$ cat config.mk
export PLATFORM = sky130hd
export DESIGN_NAME = comp_sign_seq_flat
export DESIGN_NICKNAME = d
export VERILOG_FILES = /design/src/rtl/comp_sign_seq_if.sv /design/src/rtl/comp_sign_seq.sv /design/src/flat_wrapper.sv
export SDC_FILE = /design/constraint.sdc
export NUM_CORES = 1
export LEC_CHECK = 0
export CORE_ASPECT_RATIO = 1.1
export CORE_MARGIN = 5
export CORE_UTILIZATION = 52
export CTS_CLUSTER_DIAMETER = 30
export DETAILED_ROUTE_END_ITERATION = 12
export GPL_ROUTABILITY_DRIVEN = 0
export PLACE_DENSITY = 0.81
export SLEW_MARGIN = 20
export SYNTH_ARGS = -nofsm -noshare
export SYNTH_HDL_FRONTEND = slang
export SYNTH_SLANG_ARGS = --single-unit
$ cat constraint.sdc
create_clock -name clk -period 3.8 [get_ports clk]
set_input_delay 0.57 -clock clk [delete_from_list [all_inputs] [get_ports clk]]
set_output_delay 0.57 -clock clk [all_outputs]
set_load 0.05 [all_outputs]
$ cat src/rtl/comp_sign_seq_if.sv
// Handshake and operand bundle for the sequential magnitude comparator.
// The master side issues operands and start; the slave side returns status and flags.
interface comp_sign_seq_if #(
  parameter int WIDTH = 8
);
  logic             start;
  logic             signed_mode;
  logic [WIDTH-1:0] A;
  logic [WIDTH-1:0] B;
  logic             busy;
  logic             done;
  logic             Gt;
  logic             Eq;
  logic             Lt;

  modport master (
    output start, signed_mode, A, B,
    input  busy, done, Gt, Eq, Lt
  );

  modport slave (
    input  start, signed_mode, A, B,
    output busy, done, Gt, Eq, Lt
  );
endinterface

$ cat src/rtl/comp_sign_seq.sv
// Multi-cycle MSB-first magnitude comparator, DIGIT bits per clock, with
// early exit on the first differing digit and signed/unsigned selection.
module comp_sign_seq #(
  parameter int WIDTH = 8,
  parameter int DIGIT = 2
) (
  input logic            clk,
  input logic            rst,
  comp_sign_seq_if.slave bus
);
  localparam int NDIG = WIDTH / DIGIT;
  localparam int IDXW = (NDIG > 1) ? $clog2(NDIG) : 1;

  localparam logic [0:0] S_IDLE = 1'b0;
  localparam logic [0:0] S_RUN  = 1'b1;

  localparam logic [WIDTH-1:0] MSB_MASK = {1'b1, {(WIDTH-1){1'b0}}};

  logic [0:0]       state_q, state_d;
  logic [WIDTH-1:0] a_q, a_d;
  logic [WIDTH-1:0] b_q, b_d;
  logic [IDXW-1:0]  idx_q, idx_d;
  logic             done_q, done_d;
  logic             gt_q, gt_d;
  logic             eq_q, eq_d;
  logic             lt_q, lt_d;

  logic [DIGIT-1:0] a_dig [NDIG];
  logic [DIGIT-1:0] b_dig [NDIG];

  genvar gi;
  generate
    for (gi = 0; gi < NDIG; gi++) begin : g_dig
      assign a_dig[gi] = a_q[gi*DIGIT +: DIGIT];
      assign b_dig[gi] = b_q[gi*DIGIT +: DIGIT];
    end
  endgenerate

  logic [DIGIT-1:0] a_cur;
  logic [DIGIT-1:0] b_cur;
  assign a_cur = a_dig[idx_q];
  assign b_cur = b_dig[idx_q];

  always_comb begin
    state_d = state_q;
    a_d     = a_q;
    b_d     = b_q;
    idx_d   = idx_q;
    done_d  = 1'b0;
    gt_d    = gt_q;
    eq_d    = eq_q;
    lt_d    = lt_q;

    case (state_q)
      S_IDLE: begin
        if (bus.start) begin
          // Flipping both MSBs maps two's-complement order onto unsigned order.
          a_d     = bus.signed_mode ? (bus.A ^ MSB_MASK) : bus.A;
          b_d     = bus.signed_mode ? (bus.B ^ MSB_MASK) : bus.B;
          idx_d   = IDXW'(NDIG - 1);
          gt_d    = 1'b0;
          eq_d    = 1'b0;
          lt_d    = 1'b0;
          state_d = S_RUN;
        end
      end
      default: begin
        if (a_cur != b_cur) begin
          gt_d    = (a_cur > b_cur);
          lt_d    = (a_cur < b_cur);
          done_d  = 1'b1;
          state_d = S_IDLE;
        end else if (idx_q == '0) begin
          eq_d    = 1'b1;
          done_d  = 1'b1;
          state_d = S_IDLE;
        end else begin
          idx_d   = idx_q - IDXW'(1);
        end
      end
    endcase
  end

  always_ff @(posedge clk or posedge rst) begin
    if (rst) begin
      state_q <= S_IDLE;
      a_q     <= '0;
      b_q     <= '0;
      idx_q   <= '0;
      done_q  <= 1'b0;
      gt_q    <= 1'b0;
      eq_q    <= 1'b0;
      lt_q    <= 1'b0;
    end else begin
      state_q <= state_d;
      a_q     <= a_d;
      b_q     <= b_d;
      idx_q   <= idx_d;
      done_q  <= done_d;
      gt_q    <= gt_d;
      eq_q    <= eq_d;
      lt_q    <= lt_d;
    end
  end

  assign bus.busy = (state_q == S_RUN);
  assign bus.done = done_q;
  assign bus.Gt   = gt_q;
  assign bus.Eq   = eq_q;
  assign bus.Lt   = lt_q;
endmodule

$ cat src/flat_wrapper.sv
// flat-port wrapper written by rule: the top's interface ports become plain ports
module comp_sign_seq_flat 
#(
  parameter int WIDTH = 8,
  parameter int DIGIT = 2
)
  (clk, rst, bus_start, bus_signed_mode, bus_A, bus_B, bus_busy, bus_done, bus_Gt, bus_Eq, bus_Lt);
  comp_sign_seq_if #(.WIDTH(WIDTH)) bus_i ();
  input logic clk;
  input logic rst;
  input wire logic [$bits(bus_i.start)-1:0] bus_start;
  input wire logic [$bits(bus_i.signed_mode)-1:0] bus_signed_mode;
  input wire logic [$bits(bus_i.A)-1:0] bus_A;
  input wire logic [$bits(bus_i.B)-1:0] bus_B;
  output wire logic [$bits(bus_i.busy)-1:0] bus_busy;
  output wire logic [$bits(bus_i.done)-1:0] bus_done;
  output wire logic [$bits(bus_i.Gt)-1:0] bus_Gt;
  output wire logic [$bits(bus_i.Eq)-1:0] bus_Eq;
  output wire logic [$bits(bus_i.Lt)-1:0] bus_Lt;
  assign bus_i.start = bus_start;
  assign bus_i.signed_mode = bus_signed_mode;
  assign bus_i.A = bus_A;
  assign bus_i.B = bus_B;
  assign bus_busy = bus_i.busy;
  assign bus_done = bus_i.done;
  assign bus_Gt = bus_i.Gt;
  assign bus_Eq = bus_i.Eq;
  assign bus_Lt = bus_i.Lt;
  comp_sign_seq #(.WIDTH(WIDTH), .DIGIT(DIGIT)) u_core (.clk(clk), .rst(rst), .bus(bus_i));
endmodule
==> impl_metrics.toml <==
[outcome]
status = "completed"

[synthesis]
synth-main-ff-cell = "dfrtp_1"
synth_edf_count = 0
synth_nets = 104
yosysMostFrequentCell = "dfrtp_1"
postSynth.asyncResetShare = 1.000
synthTopCellsByArea = "dfrtp_1 53%, mux2_2 14%, mux4_2 8.2%"
synth_area_um2 = 1095
yosys_warnings = 0
synth_largest_area_cell = "dfrtp_1"
synth_area_per_cell_um2 = 13.52
ys_seq_area_frac = 0.5257
synth_common_cells = "23 x dfrtp_1, 14 x mux2_2, 7 x inv_1, 4 x mux4_2, 4 x nand2_1"
ys_ff_latch = 23
synthCells = 81
ys_types = 24
synth_top_area_share = 0.5257

[place]
io_buffer_count = 24
dp_slack_ns = 1.415
dp_hpwl_um = 1341
post-place-cells = 128

[clock_network]
cts_setup_buffers = 0
hold_buffers = 0
clock-sinks = 23
cts_root_buf = "clkbuf_4"
cts-resized-gates = 0
numCtsBuffers = 3
clkTransAtPathRegs_ns = 0.12
htreeDepth = 1
cts_tree = "built"
clk_path_buf_depth = 2
clock_latency_ns = 0.31

[final_layout]
antenna_cells = 0
num-nets-final = 128
multi_input_area_um2 = 452.9
fin_util = 0.6790
fin_cells = 132
layout-drive-gt1-share = 0.2596
area_delta_synth_final_pct = 24.00
regArea_um2 = 575.6
nFillCells = 172

[floorplan]
num_rows = 17
die_w_um = 53.75
start_util = 0.5476
pin_count = 25
coreArea_um2 = 1999
die-area_um2 = 3124
die-height_um = 58.13

[critical_path]
cp_max_fo = 11
required_ns = 3.23
startpoint_type = "flip-flop"
path_buf_inv = 1
worstSetupPathType = "reg -> out"
worst-path-stages = 1
worstPathArrival_ns = 1.72
crit_slowest_cell = "clkdlybuf4s50_1"
crit_path_max_incr_delay_ns = 0.87
end_kind = "output pin"
path_delay_family = "buffers and inverters"
r2r_cells = 5
crit_path_cell_trace = "clkdlybuf4s50_1"

[drt]
wl_per_cell_um = 13.30
detail-route-antenna-nets = 0
wl_um = 1756
drt_iter0_markers = 4
vias_per_cell = 5.167
remaining_drc_errors = 0
dr_total_vias = 682
drt-pass1-iter-count = 3

[pwr]
ir_drop_mv = 0.4283
p_clk_frac = 0.104
power_density_nw_per_um2 = 782.0
netSwitchingPower_mw = 0.3917
pwr-share-seq = 0.404
p_leak_nw = 0.5845
p_int_mw = 0.6699
p_comb_frac = 0.491
swShare = 0.3689

[timing]
setup_violations = 0
slew_violations = 0
clock_skew_ns = 0.002889
worst_slew_pin_slew_ns = 0.8903
rsz0062_at_grt = "no"
hold_viol = 0
maxSlewHeadroom = 0.4038
fmax_mhz = 437.2
fin_crit_ns = 2.287
finalWorstSetupSlack_ns = 1.513
setup_tns_ns = 0
fin_crit_sh = 0.6019

[grt]
grt_max_degree = 24
grtUsageTotal = 0.1410
first_global_vias = 729
grt-ovfl-total = 0
grt_pass1_wl_um = 3229
antenna_found_initial = 0

[job]
maxCapViolCount = 0

[hold_path]
hold_path_depth = 1
hold_path.class = "reg -> reg"
sequential cells by signal, indices dropped and copies added, names as in the netlist:
register	count
u_core.bus.Lt	1
u_core.bus.busy	1
u_core.bus.Gt	1
u_core.idx_q	2
u_core.b_q	8
u_core.bus.Eq	1
u_core.a_q	8
u_core.bus.done	1
logic make-up after synthesis:
kind of cell	share of synthesized area
flops	0.5257
xor+xnor	0.01600
buf+inv	0.06058
compound gates	0.07429
mux	0.2263
simple gates	0.06285
fa+ha+maj	0.03429
cell usage in the layout, fill, tap and decap left out, drive strengths merged, types with 2 or more instances in the layout:
cell type and count:
nand2 4, dfrtp 23, nor2 3, xnor2 2, inv 7, clkdlybuf4s50 24
mux4 4, clkbuf 3, o21ai 2, ha 3, mux2 14, a21oi 3
per-layer routing:
| layer | vias to the layer above | track usage | wire length, um |
|---|---|---|---|
| met5 | - | 0 | 0 |
| met4 | 0 | 0.06569 | 36 |
| met3 | 4 | 0.02571 | 92 |
| met2 | 17 | 0.2336 | 893 |
| met1 | 332 | 0.1739 | 734 |
| li1 | 329 | - | - |
through the flow:
stage	hold slack [ns]	power (mW)	area (um2)
6_report	0.5111	1.062	1358
5_1_grt	0.5438	1.153	1358
4_1_cts	0.5152	1.073	1358
3_5_place_dp	0.4867	0.9622	1330
3_3_place_gp	0.4879	0.9404	1330
2_1_floorplan	0.4751	0.8569	1095
worst paths after layout:
kind | startpoint | to | slack, ns
setup reg to reg | u_core.idx_q[0] | u_core.idx_q[1] | 1.67
hold / removal | u_core.bus.Gt | u_core.bus.Gt | 0.51
hold reg to reg | u_core.bus.Gt | u_core.bus.Gt | 0.51
min in group asynchronous | rst | u_core.b_q[4] | 0.71
max in group asynchronous | rst | u_core.a_q[3] | 2.58
setup / recovery | u_core.bus.busy | bus_busy | 1.51
cell type report:
type                       instances  share of cell area
tap                               28             0.02581
inverter                           7             0.01935
clock buffer                       3             0.01659
multi-input combinational         46              0.3336
sequential                        23              0.4240
timing repair buffer              24              0.1770
clock inverter                     1            0.003687
power groups by stage:
stage	Combinational [mW]	Clock, mW	Sequential (mW)
finish	0.522	0.111	0.429
global route	0.579	0.126	0.447
CTS	0.527	0.116	0.430
detailed placement	0.526	0	0.437
global placement	0.510	0	0.430
floorplan	0.403	0	0.454
Power figures use the tool's default switching activity.
